### config.mk
export PLATFORM = sky130hd
export DESIGN_NAME = pipe_ksa_adder
export DESIGN_NICKNAME = d
export VERILOG_FILES = /design/src/rtl/pipe_ksa_adder.sv
export SDC_FILE = /design/constraint.sdc
export NUM_CORES = 1
export LEC_CHECK = 0
export ABC_AREA = 1
export ABC_CLOCK_PERIOD_IN_PS = 2000
export CAP_MARGIN = 20
export CORE_UTILIZATION = 53
export CTS_CLUSTER_SIZE = 28
export DETAILED_ROUTE_END_ITERATION = 8
export PLACE_DENSITY_LB_ADDON = 0.25
export SLEW_MARGIN = 5
export SYNTH_ARGS = -nofsm -noshare
export SYNTH_HDL_FRONTEND = slang
export SYNTH_SLANG_ARGS = --single-unit
export TNS_END_PERCENT = 5
### constraint.sdc
create_clock -name CLK -period 2 [get_ports CLK]
set_input_delay 0.2 -clock CLK [delete_from_list [all_inputs] [get_ports CLK]]
set_output_delay 0.2 -clock CLK [all_outputs]
set_load 0.005 [all_outputs]
### src/rtl/pipe_ksa_adder.sv
// pipe_ksa_adder
//   Pipelined Kogge-Stone adder/subtractor with a valid/ready handshake.
//   Stage 0 registers the generate/propagate vectors (carry-in folded into
//   bit 0). Each following stage applies LPS prefix levels. The last stage
//   forms the sum, carry-out and signed overflow into the output registers.
//   Latency is ceil(log2(WIDTH)/LPS) + 1 cycles. A stalled output freezes
//   the whole pipe.
//
// Ports
//   CLK        sole clock, rising edge
//   RST        synchronous active-high reset
//   IN_VALID   operand set present on X, Y, CIN, SUB
//   IN_READY   operands accepted this cycle (equals the advance enable)
//   X, Y       operands, WIDTH bits
//   CIN        carry-in, used for addition only
//   SUB        0: X+Y+CIN   1: X-Y
//   OUT_VALID  S/COUT/OVF hold a result
//   OUT_READY  consumer takes the result this cycle
//   S          sum/difference modulo 2^WIDTH
//   COUT       carry out of the MSB (for subtraction, 1 = no borrow)
//   OVF        two's-complement overflow
module pipe_ksa_adder #(
    parameter int WIDTH = 12,
    parameter int LPS   = 2
) (
    input  logic             CLK,
    input  logic             RST,
    input  logic             IN_VALID,
    output logic             IN_READY,
    input  logic [WIDTH-1:0] X,
    input  logic [WIDTH-1:0] Y,
    input  logic             CIN,
    input  logic             SUB,
    output logic             OUT_VALID,
    input  logic             OUT_READY,
    output logic [WIDTH-1:0] S,
    output logic             COUT,
    output logic             OVF
);

    localparam int L   = $clog2(WIDTH);
    localparam int NST = (L + LPS - 1) / LPS;

    // Apply Kogge-Stone levels lo..hi (level k spans 2^(k-1)).
    // Returns the group-generate vector if sel_g is set, else group-propagate.
    // Bits below the span already hold a complete group from bit 0 and pass through.
    function automatic logic [WIDTH-1:0] ks_levels(input logic [WIDTH-1:0] g_in,
                                                   input logic [WIDTH-1:0] p_in,
                                                   input int lo,
                                                   input int hi,
                                                   input logic sel_g);
        logic [WIDTH-1:0] g;
        logic [WIDTH-1:0] p;
        logic [WIDTH-1:0] low;
        int span;
        g = g_in;
        p = p_in;
        for (int k = 1; k <= L; k++) begin
            if (k >= lo && k <= hi) begin
                span = 1 << (k - 1);
                low  = ~({WIDTH{1'b1}} << span);
                g    = g | ((g << span) & p);
                p    = p & ((p << span) | low);
            end
        end
        return sel_g ? g : p;
    endfunction

    logic             en;
    logic [WIDTH-1:0] b_in;
    logic [WIDTH-1:0] g_in;
    logic [WIDTH-1:0] p_in;
    logic             cin_in;

    logic [WIDTH-1:0] g_pn  [NST];
    logic [WIDTH-1:0] p_pn  [NST];
    logic [WIDTH-1:0] p0_pn [NST];
    logic [NST-1:0]   cin_pn;
    logic [NST-1:0]   vld_pn;

    logic [WIDTH-1:0] g_fin;
    logic [WIDTH-1:0] c_fin;
    logic [WIDTH-1:0] s_fin;

    assign en       = OUT_READY | ~OUT_VALID;
    assign IN_READY = en;

    always_comb begin
        b_in    = SUB ? ~Y : Y;
        cin_in  = SUB | CIN;
        p_in    = X ^ b_in;
        g_in    = X & b_in;
        g_in[0] = g_in[0] | (p_in[0] & cin_in);
    end

    // Final stage: remaining prefix levels, then carries into each bit.
    always_comb begin
        g_fin = ks_levels(g_pn[NST-1], p_pn[NST-1], (NST - 1) * LPS + 1, L, 1'b1);
        c_fin = {g_fin[WIDTH-2:0], cin_pn[NST-1]};
        s_fin = p0_pn[NST-1] ^ c_fin;
    end

    // Control: valid bits and output registers.
    always_ff @(posedge CLK) begin
        if (RST) begin
            vld_pn    <= '0;
            OUT_VALID <= 1'b0;
            S         <= '0;
            COUT      <= 1'b0;
            OVF       <= 1'b0;
        end else if (en) begin
            vld_pn[0] <= IN_VALID;
            for (int j = 1; j < NST; j++) begin
                vld_pn[j] <= vld_pn[j-1];
            end
            OUT_VALID <= vld_pn[NST-1];
            S         <= s_fin;
            COUT      <= g_fin[WIDTH-1];
            OVF       <= c_fin[WIDTH-1] ^ g_fin[WIDTH-1];
        end
    end

    // Datapath stages; contents are don't-care while the matching valid is 0.
    always_ff @(posedge CLK) begin
        if (en) begin
            // stage 0: GP generation
            g_pn[0]   <= g_in;
            p_pn[0]   <= p_in;
            p0_pn[0]  <= p_in;
            cin_pn[0] <= cin_in;
            // stages 1..NST-1: LPS prefix levels each
            for (int j = 1; j < NST; j++) begin
                g_pn[j]   <= ks_levels(g_pn[j-1], p_pn[j-1], (j - 1) * LPS + 1, j * LPS, 1'b1);
                p_pn[j]   <= ks_levels(g_pn[j-1], p_pn[j-1], (j - 1) * LPS + 1, j * LPS, 1'b0);
                p0_pn[j]  <= p0_pn[j-1];
                cin_pn[j] <= cin_pn[j-1];
            end
        end
    end

endmodule
### Word-level counts from Yosys, hierarchy flattened

Memory sizes are Yosys's and may differ from the RTL's.
Cells that the tools add are included.

| word-level totals | value |
|---|---|
| flip-flop bits (word level) | 19 |
| RAM bits | 72 |
| output and inout port bits | 16 |
| input bits | 30 |
| word-level logic and storage cells | 37 |
| memories kept | 3 |

Memories:

| memory | words | bits a word | read ports | clocked after memory_dff | wr ports | RTL line | text |
|---|---|---|---|---|---|---|---|
| g_pn | 2 | 12 | 2 | 0 | 2 | 75 | `logic [WIDTH-1:0] g_pn [NST];` |
| p0_pn | 2 | 12 | 2 | 0 | 2 | 77 | `logic [WIDTH-1:0] p0_pn [NST];` |
| p_pn | 2 | 12 | 2 | 0 | 2 | 76 | `logic [WIDTH-1:0] p_pn [NST];` |

| cells by class | value |
|---|---|
| bitwise gates (word level) | 21 |
| mux-type cells | 7 |

Operator list:

| cell | number |
|---|---|
| bitwise AND 12 bit | 8 |
| two-way mux 12 bit | 5 |
| bitwise OR 12 bit | 4 |
| bitwise XOR 12 bit | 2 |
| inverter 12 bit | 1 |
| bitwise OR 1 bit | 3 |
| two-way mux 1 bit | 2 |
| bitwise AND 1 bit | 1 |
| inverter 1 bit | 1 |
| bitwise XOR 1 bit | 1 |

### Logic depth before layout (Yosys ltp)

Gate-level depths: netlist of the first run.
An unclocked memory read counts as a cell.

| logic depth | value |
|---|---|
| depth in word-level cells | 7 |
| gate-level depth with buffers | 8 |
| depth with buffers taken out | 7 |

### Worst setup path after synthesis of the first run

No wires, ideal clock.

| timing | value |
|---|---|
| path type | reg2reg |
| start | register OUT_VALID |
| end | register cin_pn[0], enable pin |
| arrival time | 1052 ps |
| library setup time | 377 ps |
| required time | 1623 ps |
| stages on the path, launching flop included | 5 |
| buffers on the path | 1 |
| clock period less this slack | 1428 ps |
| slack | 572 ps |
| path through | dfxtp_1 -> inv_1 -> nor2_4 -> inv_2 -> buf_4 |

| on the way | value |
|---|---|
| longest elaborated chain between the ends | 2 |

Ends and longest elaborated chain:

| what | RTL line | text |
|---|---|---|
| start: declaration | 34 | `output logic OUT_VALID,` |
| start signal: assignment | 116 | `OUT_VALID <= vld_pn[NST-1];` |
| inverter 1 bit | 85 | `assign en = OUT_READY \| ~OUT_VALID;` |
| bitwise OR 1 bit | 85 |  |
| named net IN_READY | 29 | `output logic IN_READY,` |
| end signal: assignment | 130 | `cin_pn[0] <= cin_in;` |
| end signal: indexed assignment | 136 | `cin_pn[j] <= cin_pn[j-1];` |
| end: declaration | 78 | `logic [NST-1:0] cin_pn;` |

The timed path passes the listed nets, and every way through them passes these cells.
A chain may end at the register's enable or synchronous reset.

### Final worst setup path of the first run

| timing | value |
|---|---|
| start | register OUT_VALID |
| end | output IN_READY |

| on the way | value |
|---|---|
| longest elaborated chain between the ends | 2 |

Ends and longest elaborated chain:

| what | RTL line |
|---|---|
| inverter 1 bit | 85 |
| bitwise OR 1 bit | 85 |
| end: declaration | 29 |

No other way between the ends.

==> metrics.md, run 1 <==
| Metric | Value |
|---|---|
| Slew HR | `71.1%` |
| Clock network latency to the later pin of the worst-skew pair | `340 ps` |
| CTS Root Cell | `clkbuf_8` |
| Die H | `78.8 µm` |
| Unique masters post-synth | `23` |
| CP startpoint kind | `flop` |
| CP Max Fanout | `8` |
| N_diodes | `0` |
| Via density | `5.01` |
| Max-cap violations | `0` |
| Static Leak | `1.66 nW` |
| Critical Path Stages | `4` |
| Nets | `360` |
| Post-DP HPWL | `3.53 mm` |
| DIE WIDTH | `78.8 µm` |
| CP peak stage delay | `500 ps` |
| Worst clock skew | `4.60 ps` |
| Status | `completed` |
| CP top delay family | `buffers and inverters` |
| R2r setup slk | `710 ps` |
| Pin count of the biggest net entering global routing | `65` |
| Post_cts resized | `0` |
| Clock Pin Slew Worst Setup and Hold Paths | `70 ps` |
| Iteration-0 DRC count of the detailed router | `131` |
| Synth area leaders | `edfxtp_1 56%, dfxtp_1 11%, nand2_1 4.9%, ha_1 4.8%, xor2_1 4.5%` |
| Crit share post-route | `84.2%` |
| Area share of the largest cell type after synthesis | `55.7%` |
| Via count | `1,978` |
| Post-Syn Area | `3130 µm²` |
| Total die area | `6210 µm²` |
| Post-Synth Simple-Gate Area | `10.6%` |
| RR Startpoint | `OUT_VALID` |
| WHS Path Cells | `2` |
| TritonCTS buffer count | `9` |
| # hold bufs at CTS | `0` |
| Syn nets | `305` |
| Bufs on Longest Clock Path | `2` |
| Initial antenna violation count | `0` |
| Post-CTS Setup Inserts | `0` |
| Hold slack | `408 ps` |
| IO Count | `46` |
| CTS tree | `done` |
| Post-route DRC | `0` |
| Post-synthesis register bit count | `75` |
| Core Region | `5610 µm²` |
| RSZ-0062 raised after global routing | `false` |
| CP arrival | `1480 ps` |
| Share of cells above drive strength 1 | `7.74%` |
| Synth Instances | `263` |
| Hold/Removal Path Class | `in2reg` |
| Worst path bufs/invs | `3` |
| Slowest cell on crit path | `clkdlybuf4s50_1` |
| Pins over their slew limit | `0` |
| Sequential-to-total area share from yosys stat | `66.6%` |
| Hold Crit Start | `RST` |
| GRT Residual Overflow | `0` |
| XOR/XNOR Fraction of Synth Area | `5.88%` |
| Post-Route Setup TNS | `0 ps` |
| Number of global-route vias before repair | `1,883` |
| FILL cells | `436` |
| Placed Cells | `379` |
| Synth Area in Compound Gates | `7.68%` |
| Post-Synth Adder-Cell Area | `4.80%` |
| Worst flop-to-flop path endpoint | `OVF` |
| First-pass GRT wire length | `8.17 mm` |
| Starting Density | `55.8%` |
| Avg Inst Size Synth | `11.9 µm²` |
| Crit Path Category | `reg2out` |
| PortBufs | `45` |
| Rows | `27` |
| Clk sink count | `75` |
| WL/cell | `12.7 µm` |
| CP endpoint kind | `output pin` |
| CP cell instances | `inv_1 -> nor2_4 -> inv_2 -> clkdlybuf4s50_1` |
| Tmin final | `1680 ps` |
| Worst IR Drop VDD | `0.494 mV` |
| Mux share of post-synthesis cell area | `0%` |
| Post-DRT Antenna Nets | `0` |
| F_max | `594 MHz` |
| Setup Viol. Count Final | `0` |
| Hold Vio Cnt, Final | `0` |
| Worst Max-Slew Pin Slew | `433 ps` |
| Largest family of logic cells by synthesized area | `simple AND/OR/NAND/NOR gates` |
| Syn-to-layout area delta | `24.1%` |
| Non-Filler Instances | `395` |
| CP required | `1800 ps` |
| Drt total wl | `5.00 mm` |
| Area leader, netlist | `edfxtp_1` |
| Routability cong. | `0.815` |
| Hold EP | `OUT_VALID` |
| Max H-tree Level | `3` |
| Pwr per Cell Area | `1010 nW/µm²` |
| YS warnings | `0` |
| GRT Total Usage | `18.1%` |
| Worst R2R Path Depth | `8` |
| 1st-pass router iterations | `4` |
==> cell usage after synthesis (all sizes together) <==
master and instances:
a21o 2, a21oi 14, a31oi 1, buf 4
dfxtp 17, edfxtp 58, ha 12, inv 29
nand2 41, nand3 11, nand3b 2, nor2 17
nor3 1, o21ai 26, o21bai 2, or2 5
xnor2 5, xor2 16
==> worst max-delay path by stage <==
stage | end | start
6_report | IN_READY | OUT_VALID
5_1_grt | IN_READY | OUT_VALID
4_1_cts | IN_READY | OUT_VALID
3_5_place_dp | IN_READY | OUT_READY
3_3_place_gp | IN_READY | OUT_READY
2_1_floorplan | cin_pn[0] | OUT_VALID
==> registers in the layout (all words and copies together) (netlist names) <==
| signal | cells |
|---|---|
| g_pn | 24 |
| p_pn | 21 |
| S | 12 |
| p0_pn | 11 |
| cin_pn | 2 |
| vld_pn | 2 |
| COUT | 1 |
| OUT_VALID | 1 |
| OVF | 1 |
==> worst reg2reg max path, stage by stage (launching register included) <==
cell	delay, ps
dfxtp_1	330
inv_1	60
nor2_4	160
inv_2	90
buf_12	210
o21ai_0	190
inv_1	60
nand2_1	60
inv_1	30
==> where the power goes <==
part           total (mW)  switching, mW  internal, mW  leakage (nW)
logic               0.583          0.261         0.322         0.784
clock network        1.22          0.525         0.699         0.103
registers            2.11          0.147          1.96         0.773
total                3.92          0.934          2.98          1.66
==> cells by family (layout without fill, tap and decap cells) <==
family,Yosys count,in the layout
adders and majority gates,12,12
DFF,75,75
buffers and inverters,33,93
and+or+nand+nor,77,77
xor gates and xnor gates,21,21
AOI/OAI and AO/OA,45,45
==> cell usage in the layout, fill, tap and decap left out, types with 12 or more instances in the layout <==
cell type,Yosys,routed
inv_1,28,28
clkdlybuf4s50_1,0,45
edfxtp_1,58,58
xor2_1,16,16
ha_1,12,12
dfxtp_1,17,17
o21ai_0,25,25
nor2_1,16,16
a21oi_1,14,14
nand2_1,41,41
==> metal layers <==
layer | GRT usage [%] | part of all wire, % | up-vias
met5 | 0 | 0 | -
met4 | 7.82 | 1.1 | 0
met3 | 7.59 | 7.1 | 4
met2 | 29.7 | 49 | 63
met1 | 20.8 | 42 | 907
li1 | - | - | 1004
==> per-stage QoR <==
| stage | worst slack, ps | util, % | power (mW) | cell area (µm²) |
|---|---|---|---|---|
| 5_1_grt | 178 | 69.2 | 4.10 | 3880 |
| 2_1_floorplan | 572 | - | 2.43 | 3130 |
| 3_3_place_gp | 355 | 65.5 | 2.70 | 3670 |
| 6_report | 316 | 69.2 | 3.92 | 3880 |
| 3_5_place_dp | 348 | 65.5 | 2.73 | 3670 |
| 4_1_cts | 262 | 69.2 | 3.95 | 3880 |
==> layout make-up <==
type                       count  area (µm²)  area share (%)
sequential                    75        2080            53.6
clock buffer                  11         131            3.38
inverter                      29         109            2.80
tap                           72        90.1            2.32
timing repair buffer          48         485            12.5
clock inverter                 5        77.6            2.00
multi-input combinational    155         906            23.3
(Power assumes the default switching activity.)
==> run 2: changes to the inputs <==
- ABC_CLOCK_PERIOD_IN_PS: 2000 -> 1500
- CORE_UTILIZATION: 53 -> 48
- clock period: 2 -> 1.5 ns (I/O delays scaled with it)
==> run 2 against run 1 <==
Largest cell class unchanged; first-iteration DRC count grew 8.4%; utilization shrank 6.3 points; critical endpoint is now S[6]; clock skew grew 3.2 ps; highest routed layer unchanged.
==> metrics.md, run 2 (same netlist as run 1, synthesis figures left out) <==
| Metric | Value |
|---|---|
| Status | `completed (unchanged)` |
| R2r setup slk | `290 ps (was 710 ps)` |
| CP peak stage delay | `510 ps (was 500 ps)` |
| Hold/Removal Path Class | `in2reg (unchanged)` |
| Nets | `366 (was 360)` |
| WHS Path Cells | `2 (unchanged)` |
| F_max | `748 MHz` |
| GRT Total Usage | `18.0% (was 18.1%)` |
| RSZ-0062 raised after global routing | `false (unchanged)` |
| Core Region | `6310 µm² (was 5610 µm²)` |
| GRT Residual Overflow | `0 (unchanged)` |
| Setup Viol. Count Final | `0 (unchanged)` |
| Clk sink count | `75 (unchanged)` |
| Worst clock skew | `7.83 ps (was 4.60 ps)` |
| CP cell instances | `clkdlybuf4s50_1 (was inv_1 -> nor2_4 -> inv_2 -> clkdlybuf4s50_1)` |
| Clock network latency to the later pin of the worst-skew pair | `340 ps (about the same)` |
| Starting Density | `49.5% (was 55.8%)` |
| Worst Max-Slew Pin Slew | `424 ps (was 433 ps)` |
| DP Area | `3740 µm² (was 3670 µm²)` |
| Hold Crit Start | `RST (unchanged)` |
| Post-route design area | `3970 µm² (was 3880 µm²)` |
| Bufs on Longest Clock Path | `2 (unchanged)` |
| IO Count | `46 (unchanged)` |
| Non-Filler Instances | `406 (was 395)` |
| Max FFs per register | `24 (unchanged)` |
| Syn-to-layout area delta | `27.0% (was 24.1%)` |
| Post-DP HPWL | `3.60 mm (was 3.53 mm)` |
| Number of global-route vias before repair | `1,923 (was 1,883)` |
| CP required | `1350 ps (was 1800 ps)` |
| Most frequent cells in the layout | `58 x edfxtp_1, 44 x clkdlybuf4s50_1, 41 x nand2_1 (was 58 x edfxtp_1, 45 x clkdlybuf4s50_1, 41 x nand2_1)` |
| Hold Vio Cnt, Final | `0 (unchanged)` |
| PortBufs | `45 (unchanged)` |
| Pins over their slew limit | `0 (unchanged)` |
| Crit share post-route | `89.1%` |
| Via density | `4.80 (was 5.01)` |
| Crit Path Category | `reg2out (unchanged)` |
| Worst IR Drop VDD | `0.646 mV (was 0.494 mV)` |
| Worst flop-to-flop path endpoint | `g_pn[0][8] (was OVF)` |
| Post-DRT Antenna Nets | `0 (unchanged)` |
| Hold EP | `OUT_VALID (unchanged)` |
| Pwr per Cell Area | `1360 nW/µm² (was 1010 nW/µm²)` |
| Drt total wl | `5.11 mm (was 5.00 mm)` |
| CP Max Fanout | `2 (was 8)` |
| CTS tree | `done (unchanged)` |
| CP endpoint kind | `output pin (unchanged)` |
| TritonCTS buffer count | `9 (unchanged)` |
| Commonest non-fill, non-tap cell in the layout | `edfxtp_1 (unchanged)` |
| Clock Pin Slew Worst Setup and Hold Paths | `80 ps (was 70 ps)` |
| # hold bufs at CTS | `0 (unchanged)` |
| Tmin final | `1340 ps` |
| Slew HR | `71.7% (was 71.1%)` |
| Biggest regs | `g_pn x24, p_pn x21, S x12 (unchanged)` |
| Post-route DRC | `0 (unchanged)` |
| Initial antenna violation count | `0 (unchanged)` |
| Iteration-0 DRC count of the detailed router | `142 (was 131)` |
| WL/cell | `12.6 µm (was 12.7 µm)` |
| First-pass GRT wire length | `8.78 mm (was 8.17 mm)` |
| Hold slack | `388 ps (was 408 ps)` |
| CP top delay family | `buffers and inverters (unchanged)` |
| Routability cong. | `0.842 (was 0.815)` |
| CTS Root Cell | `clkbuf_8 (unchanged)` |
| Slowest cell on crit path | `clkdlybuf4s50_1 (unchanged)` |
| CP startpoint kind | `flop (unchanged)` |
| Placed Cells | `390 (was 379)` |
| CP arrival | `1190 ps (was 1480 ps)` |
| Share of cells above drive strength 1 | `9.42% (was 7.74%)` |
| Max H-tree Level | `3 (unchanged)` |
| Max-cap violations | `0 (unchanged)` |
| Reg with most FFs | `g_pn (unchanged)` |
| 1st-pass router iterations | `4 (unchanged)` |
| RR Startpoint | `OUT_VALID (unchanged)` |
| Rows | `29 (was 27)` |
| Total die area | `6840 µm² (was 6210 µm²)` |
| Static Leak | `1.70 nW (was 1.66 nW)` |
| Worst path bufs/invs | `1 (was 3)` |
| Via count | `1,950 (was 1,978)` |
| Pin count of the biggest net entering global routing | `38 (was 65)` |
| N_diodes | `0 (unchanged)` |
| DIE WIDTH | `82.7 µm (was 78.8 µm)` |
| Worst R2R Path Depth | `5 (was 8)` |
| Die H | `82.7 µm (was 78.8 µm)` |
-- run 2: cell types whose count changed in the layout (fill, tap and decap cells not counted), sizes merged --
| cell | previous run | this run |
|---|---|---|
| buf | 3 | 9 |
| clkinv | 2 | 0 |
| clkdlybuf4s50 | 45 | 44 |
| clkbuf | 11 | 13 |
| dlygate4sd2 | 0 | 1 |
-- run 2: repair_timing --
action,CTS,global route
setup endpoints to repair,1,0
buffers inserted,0,0
resized for setup,1,0
-- run 2: routing by layer --
metal	track usage [%]	wire, µm	up-vias
li1	-	-	1016
met3	4.62	267	8
met5	0	0	-
met2	29.2	2460	53
met1	21.8	2280	873
met4	10.3	98	0
-- run 2: cell type report --
cell class | instances | area, µm²
Clock buffer | 13 | 170
Clock inverter | 3 | 67.6
Fill cell | 530 | 2340
Inverter | 29 | 109
Multi-Input combinational cell | 155 | 906
Sequential cell | 75 | 2080
Tap cell | 77 | 96.3
Timing Repair Buffer | 54 | 542
-- run 2: stage by stage --
| stage | utilization, % | setup WS [ps] | setup TNS [ps] | total power, mW |
|---|---|---|---|---|
| 2_1_floorplan | - | 71.9 | 0 | 3.25 |
| 3_3_place_gp | 59.2 | -64.4 | -451 | 3.62 |
| 3_5_place_dp | 59.2 | -91.8 | -724 | 3.65 |
| 4_1_cts | 62.9 | 132 | 0 | 5.44 |
| 5_1_grt | 62.9 | 74.0 | 0 | 5.69 |
| 6_report | 62.9 | 163 | 0 | 5.39 |
-- run 2: report_power, final --
group | internal (mW) | total [mW] | switching, mW
clock network | 1.09 | 1.78 | 0.699
registers | 2.62 | 2.81 | 0.196
logic | 0.439 | 0.790 | 0.351
-- run 2: how the worst max path moves through the flow --
| stage | from | end | depth (start not counted) |
|---|---|---|---|
| after floorplan | OUT_VALID | cin_pn[0] | 4 |
| after global placement | SUB | g_pn[0][0] | 4 |
| after detailed placement | SUB | g_pn[0][0] | 4 |
| after CTS | S[6] | S[6] | 1 |
| after global routing | OUT_VALID | IN_READY | 4 |
| final | S[6] | S[6] | 1 |
